`src/rtl/tpu_ctrl_pkg.sv`:
```
// Shared state encoding, instruction words, region tags and enable bit positions
// for the TinyTPU instruction-sequencing controller.
package tpu_ctrl_pkg;

  typedef enum logic [3:0] {
    ST_IDLE      = 4'd0,
    ST_FETCH     = 4'd1,
    ST_DECODE    = 4'd2,
    ST_DISPATCH  = 4'd3,
    ST_PRELOAD   = 4'd4,
    ST_MOVE      = 4'd5,
    ST_COMPUTE   = 4'd6,
    ST_WRITEBACK = 4'd7
  } state_t;

  // Instruction words are compared as {opcode, func}.
  localparam logic [7:0] INS_MOVE      = 8'h11;
  localparam logic [7:0] INS_PRELOAD_A = 8'h12;
  localparam logic [7:0] INS_PRELOAD_B = 8'h22;
  localparam logic [7:0] INS_COMPUTE   = 8'h14;
  localparam logic [7:0] INS_HALT      = 8'hFF;

  localparam logic [3:0] TAG_SHM   = 4'b0001;
  localparam logic [3:0] TAG_INBUF = 4'b0010;
  localparam logic [3:0] TAG_WBUF  = 4'b0100;

  localparam logic [1:0] REG_NONE  = 2'd0;
  localparam logic [1:0] REG_SHM   = 2'd1;
  localparam logic [1:0] REG_INBUF = 2'd2;
  localparam logic [1:0] REG_WBUF  = 2'd3;

  localparam int EN_REN     = 1;
  localparam int EN_WEN     = 0;
  localparam int PE_PRELOAD = 1;
  localparam int PE_COMPUTE = 0;

  function automatic logic [1:0] region_code(input logic [3:0] tag);
    case (tag)
      TAG_SHM:   return REG_SHM;
      TAG_INBUF: return REG_INBUF;
      TAG_WBUF:  return REG_WBUF;
      default:   return REG_NONE;
    endcase
  endfunction

endpackage

```
`src/rtl/ctrl_burst_cnt.sv`:
```
// Burst cycle counter shared by the MOVE, PRELOAD and WRITEBACK bursts;
// term flags the final (ARRAY_N-th) count.
module ctrl_burst_cnt #(
  parameter int ARRAY_N = 4,
  parameter int CNT_W   = $clog2(ARRAY_N + 1)
) (
  input  logic             clk,
  input  logic             reset,
  input  logic             clr,
  input  logic             en,
  output logic [CNT_W-1:0] cnt,
  output logic             term
);

  always_ff @(posedge clk or negedge reset) begin
    if (!reset)   cnt <= '0;
    else if (clr) cnt <= '0;
    else if (en)  cnt <= cnt + CNT_W'(1);
  end

  assign term = (cnt == CNT_W'(ARRAY_N));

endmodule

```
`src/rtl/tpu_seq_controller.sv`:
```
// Instruction sequencer for the TinyTPU datapath: fetch/decode/dispatch plus
// ARRAY_N-row MOVE, PRELOAD and WRITEBACK bursts and a watchdogged COMPUTE.
//
// state     | meaning
// ----------+-----------------------------------------------------------
// IDLE      | waiting for start; done/err hold the last program's result
// FETCH     | insbuf read strobe held until the buffer presents valid
// DECODE    | one-cycle decoder enable
// DISPATCH  | latch addresses/regions, bump pc, pick the next phase
// PRELOAD   | shm read stream feeding PE preload, one cycle behind
// MOVE      | shm read stream copied into inbuf or wbuf, one cycle behind
// COMPUTE   | PE array running until compute_finished or watchdog expiry
// WRITEBACK | elementwise results written back to shm, one cycle behind
module tpu_seq_controller
  import tpu_ctrl_pkg::*;
#(
  parameter int ARRAY_N     = 4,
  parameter int ADDR_W      = 6,
  parameter int PC_W        = 8,
  parameter int CMP_TIMEOUT = 255
) (
  input  logic              clk,
  input  logic              reset,
  input  logic              start,
  input  logic              abort,
  input  logic              instr_valid,
  input  logic [3:0]        func,
  input  logic [3:0]        opcode,
  input  logic [ADDR_W+3:0] rs1,
  input  logic [ADDR_W+3:0] rs2,
  input  logic              compute_finished,
  output logic [1:0]        shm_en,
  output logic [1:0]        inbuf_en,
  output logic [1:0]        wbuf_en,
  output logic [1:0]        pe_en,
  output logic              ele_en,
  output logic              insbuf_ren,
  output logic              decoder_en,
  output logic [PC_W-1:0]   pc,
  output logic [3:0]        state,
  output logic [ADDR_W-1:0] addr1,
  output logic [ADDR_W-1:0] addr2,
  output logic [ADDR_W-1:0] addr_result,
  output logic [1:0]        source,
  output logic [1:0]        target,
  output logic              busy,
  output logic              done,
  output logic              err
);

  localparam int CNT_W = $clog2(ARRAY_N + 1);
  localparam int WD_W  = $clog2(CMP_TIMEOUT + 1);

  state_t           st_q;
  logic [CNT_W-1:0] cnt;
  logic             term;
  logic             in_burst;
  logic             rd_phase;
  logic             wr_phase;
  logic [WD_W-1:0]  wd_cnt;
  logic [7:0]       instr;
  logic [1:0]       src_code;
  logic [1:0]       tgt_code;

  assign instr    = {opcode, func};
  assign src_code = region_code(rs1[ADDR_W+3:ADDR_W]);
  assign tgt_code = region_code(rs2[ADDR_W+3:ADDR_W]);
  assign in_burst = (st_q == ST_PRELOAD) || (st_q == ST_MOVE) || (st_q == ST_WRITEBACK);
  assign rd_phase = !term;
  assign wr_phase = (cnt != '0);

  ctrl_burst_cnt #(.ARRAY_N(ARRAY_N), .CNT_W(CNT_W)) u_burst_cnt (
    .clk   (clk),
    .reset (reset),
    .clr   (!in_burst || term),
    .en    (in_burst),
    .cnt   (cnt),
    .term  (term)
  );

  always_ff @(posedge clk or negedge reset) begin
    if (!reset) begin
      st_q        <= ST_IDLE;
      pc          <= '0;
      addr1       <= '0;
      addr2       <= '0;
      addr_result <= '0;
      source      <= REG_NONE;
      target      <= REG_NONE;
      done        <= 1'b0;
      err         <= 1'b0;
      wd_cnt      <= '0;
    end else if (abort) begin
      st_q <= ST_IDLE;
    end else begin
      case (st_q)
        ST_IDLE: if (start) begin
          st_q <= ST_FETCH;
          pc   <= '0;
          done <= 1'b0;
          err  <= 1'b0;
        end
        ST_FETCH:  if (instr_valid) st_q <= ST_DECODE;
        ST_DECODE: st_q <= ST_DISPATCH;
        ST_DISPATCH: begin
          addr1       <= rs1[ADDR_W-1:0];
          addr2       <= rs2[ADDR_W-1:0];
          addr_result <= rs2[ADDR_W-1:0];
          source      <= src_code;
          target      <= tgt_code;
          wd_cnt      <= WD_W'(CMP_TIMEOUT - 1);
          if (instr != INS_HALT) pc <= pc + PC_W'(1);
          case (instr)
            INS_PRELOAD_A, INS_PRELOAD_B: st_q <= ST_PRELOAD;
            INS_MOVE:
              if (tgt_code == REG_INBUF || tgt_code == REG_WBUF) st_q <= ST_MOVE;
              else begin
                st_q <= ST_IDLE;
                err  <= 1'b1;
              end
            INS_COMPUTE: st_q <= ST_COMPUTE;
            INS_HALT: begin
              st_q <= ST_IDLE;
              done <= 1'b1;
            end
            default: begin
              st_q <= ST_IDLE;
              err  <= 1'b1;
            end
          endcase
        end
        ST_PRELOAD: begin
          if (rd_phase) addr1 <= addr1 + ADDR_W'(1);
          if (term) st_q <= ST_FETCH;
        end
        ST_MOVE: begin
          if (rd_phase) addr1 <= addr1 + ADDR_W'(1);
          if (wr_phase) addr2 <= addr2 + ADDR_W'(1);
          if (term) st_q <= ST_FETCH;
        end
        // A finish arriving on the expiry cycle still counts as success.
        ST_COMPUTE: begin
          if (compute_finished) st_q <= ST_WRITEBACK;
          else if (wd_cnt == '0) begin
            st_q <= ST_IDLE;
            err  <= 1'b1;
          end else wd_cnt <= wd_cnt - WD_W'(1);
        end
        ST_WRITEBACK: begin
          if (wr_phase) addr_result <= addr_result + ADDR_W'(1);
          if (term) st_q <= ST_FETCH;
        end
        default: st_q <= ST_IDLE;
      endcase
    end
  end

  always_comb begin
    shm_en     = '0;
    inbuf_en   = '0;
    wbuf_en    = '0;
    pe_en      = '0;
    ele_en     = 1'b0;
    insbuf_ren = 1'b0;
    decoder_en = 1'b0;
    case (st_q)
      ST_FETCH:  insbuf_ren = 1'b1;
      ST_DECODE: decoder_en = 1'b1;
      ST_PRELOAD: begin
        shm_en[EN_REN]    = rd_phase;
        pe_en[PE_PRELOAD] = wr_phase;
      end
      ST_MOVE: begin
        shm_en[EN_REN]   = rd_phase;
        inbuf_en[EN_WEN] = wr_phase && (target == REG_INBUF);
        wbuf_en[EN_WEN]  = wr_phase && (target == REG_WBUF);
      end
      ST_COMPUTE: begin
        inbuf_en[EN_REN]  = 1'b1;
        wbuf_en[EN_REN]   = 1'b1;
        pe_en[PE_COMPUTE] = 1'b1;
      end
      ST_WRITEBACK: begin
        ele_en         = rd_phase;
        shm_en[EN_WEN] = wr_phase;
      end
      default: ;
    endcase
  end

  assign state = st_q;
  assign busy  = (st_q != ST_IDLE);

endmodule

```
`config.mk`:
```
export PLATFORM = sky130hd
export DESIGN_NAME = tpu_seq_controller
export DESIGN_NICKNAME = d
export VERILOG_FILES = /design/src/rtl/tpu_ctrl_pkg.sv /design/src/rtl/ctrl_burst_cnt.sv /design/src/rtl/tpu_seq_controller.sv
export SDC_FILE = /design/constraint.sdc
export NUM_CORES = 1
export LEC_CHECK = 0
export CORE_AREA = 2 2 80 82
export CTS_CLUSTER_SIZE = 20
export DETAILED_ROUTE_END_ITERATION = 10
export DIE_AREA = 0 0 82 84
export PLACE_DENSITY = 0.8
export SKIP_CTS_REPAIR_TIMING = 1
export SLEW_MARGIN = 40
export SYNTH_ARGS = -nofsm -noshare
export SYNTH_HDL_FRONTEND = slang
export SYNTH_SLANG_ARGS = --single-unit
```
`constraint.sdc`:
```
create_clock -name clk -period 2.4 [get_ports clk]
set_input_delay 0.48 -clock clk [delete_from_list [all_inputs] [get_ports clk]]
set_output_delay 0.48 -clock clk [all_outputs]
set_load 0.01 [all_outputs]
```
==> results.json, run 1 <==
{
  "netlist_area_um2": 2840,
  "ys_seq_area_share_pct": 40.5,
  "dp.cells": 476,
  "synthFlopType": "dfrtp_1",
  "synth_area_leaders": "dfrtp_1 (40%), a21oi_1 (4.8%), o21ai_0 (4.2%), nand3_1 (4.0%), nor2_1 (4.0%)",
  "grtUsageTotal_pct": 22.1,
  "gp_congestion": 0.889,
  "r2r_slack_ns": 0.45,
  "power_density_nw_per_um2": 961,
  "critPathArrivalTime_ns": 1.84,
  "crit_chain": "inv_1 > ha_1 > nor2b_1 > nor2_1 > clkdlybuf4s50_1",
  "power_w": 0.00367,
  "crit-reg2reg-launch": "wd_cnt[0]$_DFFE_PN0P_",
  "die_area_um2": 6890,
  "finalSetupViolations": 0,
  "die_x_um": 82,
  "post-route-drc-count": 0,
  "synth_edf_count": 0,
  "clk_pin_slew_ns": 0.10,
  "worstPathMaxFanout": 5,
  "crit_required_ns": 1.92,
  "via_per_inst": 5.64,
  "overflow": 0,
  "worst_setup_path_end_kind": "primary output",
  "pre_cts_ws_ns": 0.187,
  "fin_nets": 448,
  "cts_tree": "yes",
  "row_count": 29,
  "worstMarginPinSlew_ns": 0.714,
  "grt_max_degree": 47,
  "hold_viol_final": 0,
  "routed_wl_um": 7290,
  "max_freq_mhz": 432,
  "diodes": 0,
  "crit_path_top_delay_cell": "clkdlybuf4s50_1",
  "min_path_type": "primary input to asynchronous set/reset pin",
  "reg2reg_to": "state[0]$_DFFE_PN0P_",
  "p_leak_nw": 1.62,
  "rsz0062_at_grt": "true",
  "fin_cells": 484,
  "antenna_found_initial": 0,
  "peakVddDrop_v": 0.000464,
  "wl_per_cell_um": 15.1,
  "grt_pass1_vias": 2656,
  "core-area_um2": 6100,
  "clk_path_buf_depth": 2,
  "slew_headroom_pct": 52.2,
  "maxCapViolations": 0,
  "avgSynthCellArea_um2": 8.70,
  "ys_types": 57,
  "start_util_pct": 46.7,
  "worst_path_largest_cell_delay_ns": 0.49,
  "via_count": 2732,
  "grt_pass1_wl_um": 12100,
  "clock_sinks": 46,
  "fp.dieH_um": 84,
  "timing.final.crit_share_pct": 96.5,
  "crit_path_start_kind": "register",
  "synth_top_area_share_pct": 40.5,
  "drive_gt1_share_pct": 8.60,
  "drtPass1Iterations": 4,
  "syn_nets": 369,
  "cts_buffers": 5,
  "io_buffers": 80,
  "yosysWarnings": 0,
  "timing.hold.ws_ns": 0.239,
  "fin_ws_ns": 0.0828,
  "ant_nets": 0,
  "cts-root-buf": "clkbuf_8",
  "ys_seq_elements": 46,
  "dp_hpwl_um": 5480,
  "clock_latency_ns": 0.31,
  "initialDrtViolationCount": 131,
  "syn_to_final_growth_pct": 34.4,
  "fin_skew_ns": 0.0115,
  "fin_crit_ns": 2.32,
  "netlist.top_cell.by_area": "dfrtp_1",
  "path_class": "register to primary output",
  "htreeDepth": 2,
  "syn_inst": 327,
  "worstRegToRegCells": 7,
  "status": "finished clean",
  "ios": 82,
  "async_flop_share_pct": 100,
  "final_max_slew_viol_count": 0
}
## metrics by stage
stage | setup TNS (ns) | utilization [%] | instance area [um2]
after floorplan | 0 | - | 2840
after global placement | 0 | 60.8 | 3700
after detailed placement | 0 | 60.8 | 3700
after CTS | -0.189 | 62.3 | 3800
after global routing | -0.0354 | 62.7 | 3820
final | 0 | 62.7 | 3820
## synthesized netlist by cell type, types with 2 or more instances
| master | n |
|---|---|
| dfrtp_1 | 46 |
| nor2_1 | 30 |
| a21oi_1 | 27 |
| nand2_1 | 26 |
| o21ai_0 | 24 |
| nand3_1 | 23 |
| inv_1 | 11 |
| nor3_1 | 11 |
| xnor2_1 | 11 |
| buf_2 | 8 |
| ha_1 | 8 |
| and3_1 | 7 |
| nand2b_1 | 7 |
| nor4_1 | 7 |
| buf_4 | 5 |
| clkbuf_1 | 4 |
| mux2i_1 | 4 |
| nor2b_1 | 4 |
| nor3b_1 | 4 |
| or3_1 | 4 |
| a31oi_1 | 3 |
| nand3b_1 | 3 |
| nand4_1 | 3 |
| o21a_1 | 3 |
| o21ai_1 | 3 |
| o22ai_1 | 3 |
| xor2_1 | 3 |
| a2bb2oi_1 | 2 |
| and2_1 | 2 |
| buf_6 | 2 |
| o211ai_1 | 2 |
| o41ai_1 | 2 |
## worst max-delay path, delay by kind of cell (launching register included)
family	cells	cell delay (ns)
buf+inv	2	0.56
flops	1	0.40
simple gates	2	0.34
fa+ha+maj	1	0.24
## layer usage
layer  global-route usage (%)  wire length [um]  vias up
met3                     4.65               325       12
met4                     5.91               110        0
met2                     37.6              3670       70
met5                        0                 0        -
li1                         -                 -     1326
met1                     28.1              3190     1324
## registers in the layout, indices dropped and copies added, names as in the netlist
signal,count
target,2
state,3
source,2
err,1
pc,8
addr1,6
addr_result,6
wd_cnt,8
addr2,6
done,1
u_burst_cnt.cnt,3
## report_power, final
group          total [W]  internal [W]  leakage [nW]  switching [W]
registers        0.00136       0.00106         0.568       0.000303
logic            0.00180      0.000924          1.00       0.000878
clock network   0.000510      0.000232        0.0472       0.000278
total            0.00367       0.00221          1.62        0.00146
## cell families after synthesis
| group | count (synthesis) | share of synthesized area, % |
|---|---|---|
| AND/OR/NAND/NOR | 142 | 27.1 |
| AO/OA/AOI/OAI | 80 | 17.1 |
| flip-flops | 46 | 40.5 |
| buffers and inverters | 31 | 5.63 |
| XOR/XNOR | 14 | 4.31 |
| adder cells (fa/ha/maj) | 8 | 3.52 |
| multiplexers | 5 | 1.80 |
| other | 1 | 0.132 |
## worst max path at each step
stage / from / endpoint
floorplan: state[2]$_DFFE_PN0P_ / ele_en
detailed placement: compute_finished / wd_cnt[7]$_DFFE_PN0P_
CTS: state[2]$_DFFE_PN0P_ / inbuf_en[0]
global route: u_burst_cnt.cnt[0]$_DFFE_PN0P_ / shm_en[0]
finish: u_burst_cnt.cnt[0]$_DFFE_PN0P_ / shm_en[0]
global placement: compute_finished / wd_cnt[7]$_DFFE_PN0P_
## cell type report
class	instances	area, um2
timing repair buffer	91	891
inverter	12	45.0
clock inverter	2	12.5
sequential	46	1150
clock buffer	6	82.6
tap	77	96.3
fill	538	2270
multi-input combinational	250	1540
## cell usage in the layout (no fill, tap or decap), types with 4 or more instances in the layout
cell type,count
mux2i_1,4
clkbuf_8,6
xnor2_1,11
dfrtp_1,45
buf_4,11
dlymetal6s2s_1,5
nor2_1,29
or3_1,4
nor3b_1,4
and3_1,7
nor4_1,7
o21ai_0,24
nor2b_1,4
nor3_1,10
a21oi_1,27
nand2_1,25
inv_1,11
clkdlybuf4s50_1,74
ha_1,8
nand3_1,23
nand2b_1,7
Power figures use the tool's default switching activity.
==> run 2: changes to the inputs <==
==> constraint.sdc (replaced) <==
create_clock -name clk -period 2.4 [get_ports clk]
set_input_delay 0.48 -clock clk [delete_from_list [all_inputs] [get_ports clk]]
set_output_delay 0.48 -clock clk [all_outputs]
set_load 0.02 [all_outputs]
==> run 2 against run 1 <==
Flip-flop and latch count unchanged. Worst hold slack got worse by 0.0095 ns. Maximum frequency is 0.44% higher. Critical path type unchanged. Largest power group unchanged. Highest routed layer unchanged.
==> results.json, run 2 (same netlist as run 1, synthesis figures left out) <==
{
  "status": "finished clean",
  "slew_headroom_pct": 60.7,
  "overflow": 0,
  "diodes": 0,
  "path_class": "register to primary output",
  "gp_congestion": 0.849,
  "critPathTopFamily": "buffers and inverters",
  "max_freq_mhz": 433,
  "clk_path_buf_depth": 2,
  "min_path_type": "primary input to asynchronous set/reset pin",
  "fin_nets": 449,
  "ios": 82,
  "cts_tree": "yes",
  "layout_commonest_cell": "clkdlybuf4s50_1",
  "fin_ws_ns": 0.0929,
  "clk_pin_slew_ns": 0.09,
  "ant_nets": 0,
  "routed_wl_um": 7260,
  "htreeDepth": 2,
  "crit_path_top_delay_cell": "clkdlybuf4s50_1",
  "met1_length_um": 3100,
  "drtPass1Iterations": 4,
  "power_w": 0.00384,
  "fin_crit_ns": 2.31,
  "fin_skew_ns": 0.0165,
  "via_per_inst": 5.61,
  "grtUsageTotal_pct": 22.7,
  "wl_per_cell_um": 15.0,
  "crit_buf_inv": 3,
  "seq_power_share_pct": 35.1,
  "crit_path_start_kind": "register",
  "start_util_pct": 46.7,
  "maxCapViolations": 0,
  "clkPwrFrac_pct": 12.3,
  "crit_required_ns": 1.92,
  "dr_wl_met3_um": 389,
  "via_count": 2714,
  "worstRegToRegCells": 6,
  "cts_buffers": 5,
  "critPathArrivalTime_ns": 1.83,
  "hold_viol_final": 0,
  "grt_pass1_vias": 2704,
  "worstMarginPinSlew_ns": 0.589,
  "drive_gt1_share_pct": 8.35,
  "io_buffers": 80,
  "syn_to_final_growth_pct": 34.4,
  "grt_pass1_wl_um": 12300,
  "die_x_um": 82,
  "fill_cells": 520,
  "row_count": 29,
  "wl_met2_um": 3650,
  "pre_cts_ws_ns": 0.133,
  "crit-reg2reg-launch": "state[0]$_DFFE_PN0P_",
  "timing.final.crit_share_pct": 96.1,
  "antenna_found_initial": 0,
  "cp-startpoint": "state[2]$_DFFE_PN0P_",
  "placed_cell_area_um2": 3710,
  "post-route-drc-count": 0,
  "rsz0062_at_grt": "false",
  "worst_path_largest_cell_delay_ns": 0.55,
  "peakVddDrop_v": 0.000519,
  "finalSetupViolations": 0,
  "grt_max_degree": 47,
  "timing.hold.ws_ns": 0.229,
  "r2r_slack_ns": 0.43,
  "dp_hpwl_um": 5460,
  "power_density_nw_per_um2": 1000,
  "clock_sinks": 46,
  "final_area_um2": 3820,
  "p_sw_w": 0.00165,
  "clock_latency_ns": 0.31,
  "fp.dieH_um": 84,
  "crit_chain": "buf_4 > nor3_2 > inv_1 > clkdlybuf4s50_1",
  "cts-root-buf": "clkbuf_8",
  "worst_setup_path_end_kind": "primary output",
  "final_cell_mix": "clkdlybuf4s50_1 (71), dfrtp_1 (45), nor2_1 (30)",
  "initialDrtViolationCount": 140,
  "final_max_slew_viol_count": 0,
  "comb_power_share_pct": 52.5,
  "p_leak_nw": 1.67,
  "switching_share_pct": 43.1,
  "largestRegisters": "pc: 8 flops, wd_cnt: 8 flops",
  "p_int_w": 0.00218,
  "reg2reg_to": "state[0]$_DFFE_PN0P_",
  "top_layer": "met4",
  "core-area_um2": 6100,
  "die_area_um2": 6890,
  "worstPathMaxFanout": 16
}
run 2: changes by cell type in the layout (fill, tap and decap cells not counted):
cell	delta
dlymetal6s2s_1	+3
clkinv_2	-1
nor2_1	+1
nor2b_1	-1
clkbuf_8	-1
nor2_2	-1
buf_4	+1
clkdlybuf4s50_1	-3
nor2b_2	+1
clkbuf_1	+1
run 2: worst max-delay path by stage:
| stage | cells after the start | end |
|---|---|---|
| 6_report | 4 | busy |
| 5_1_grt | 4 | decoder_en |
| 4_1_cts | 4 | inbuf_en[0] |
| 3_5_place_dp | 6 | wd_cnt[7]$_DFFE_PN0P_ |
| 3_3_place_gp | 6 | state[0]$_DFFE_PN0P_ |
| 2_1_floorplan | 4 | inbuf_en[0] |
run 2: stage by stage:
stage	utilization [%]	instances	TNS, ns
after global routing	62.7	484	0
final	62.7	484	0
after CTS	62.2	484	-0.421
after detailed placement	60.9	477	0
after floorplan	-	327	0
after global placement	60.9	477	0
run 2: per-layer routing:
metal / track usage, % / up-vias
met4: 7.88 / 0
met5: 0 / -
li1: - / 1334
met3: 4.76 / 11
met1: 29.5 / 1301
met2: 36.8 / 68
run 2: power by group through the flow:
stage,clock [W],sequential (W),combinational (W)
after global placement,0,0.00134,0.00196
final,0.000473,0.00135,0.00201
after CTS,0.000479,0.00134,0.00202
after global routing,0.000511,0.00140,0.00220
after floorplan,0,0.00156,0.000961
after detailed placement,0,0.00135,0.00201
run 2: final cells by class:
class / count / area (um2) / area share (%)
Tap cell: 77 / 96.3 / 2.52
Sequential cell: 46 / 1150 / 30.1
Clock inverter: 1 / 7.51 / 0.196
Inverter: 12 / 45.0 / 1.18
Clock buffer: 6 / 72.6 / 1.90
Timing Repair Buffer: 92 / 906 / 23.7
Multi-Input combinational cell: 250 / 1540 / 40.4
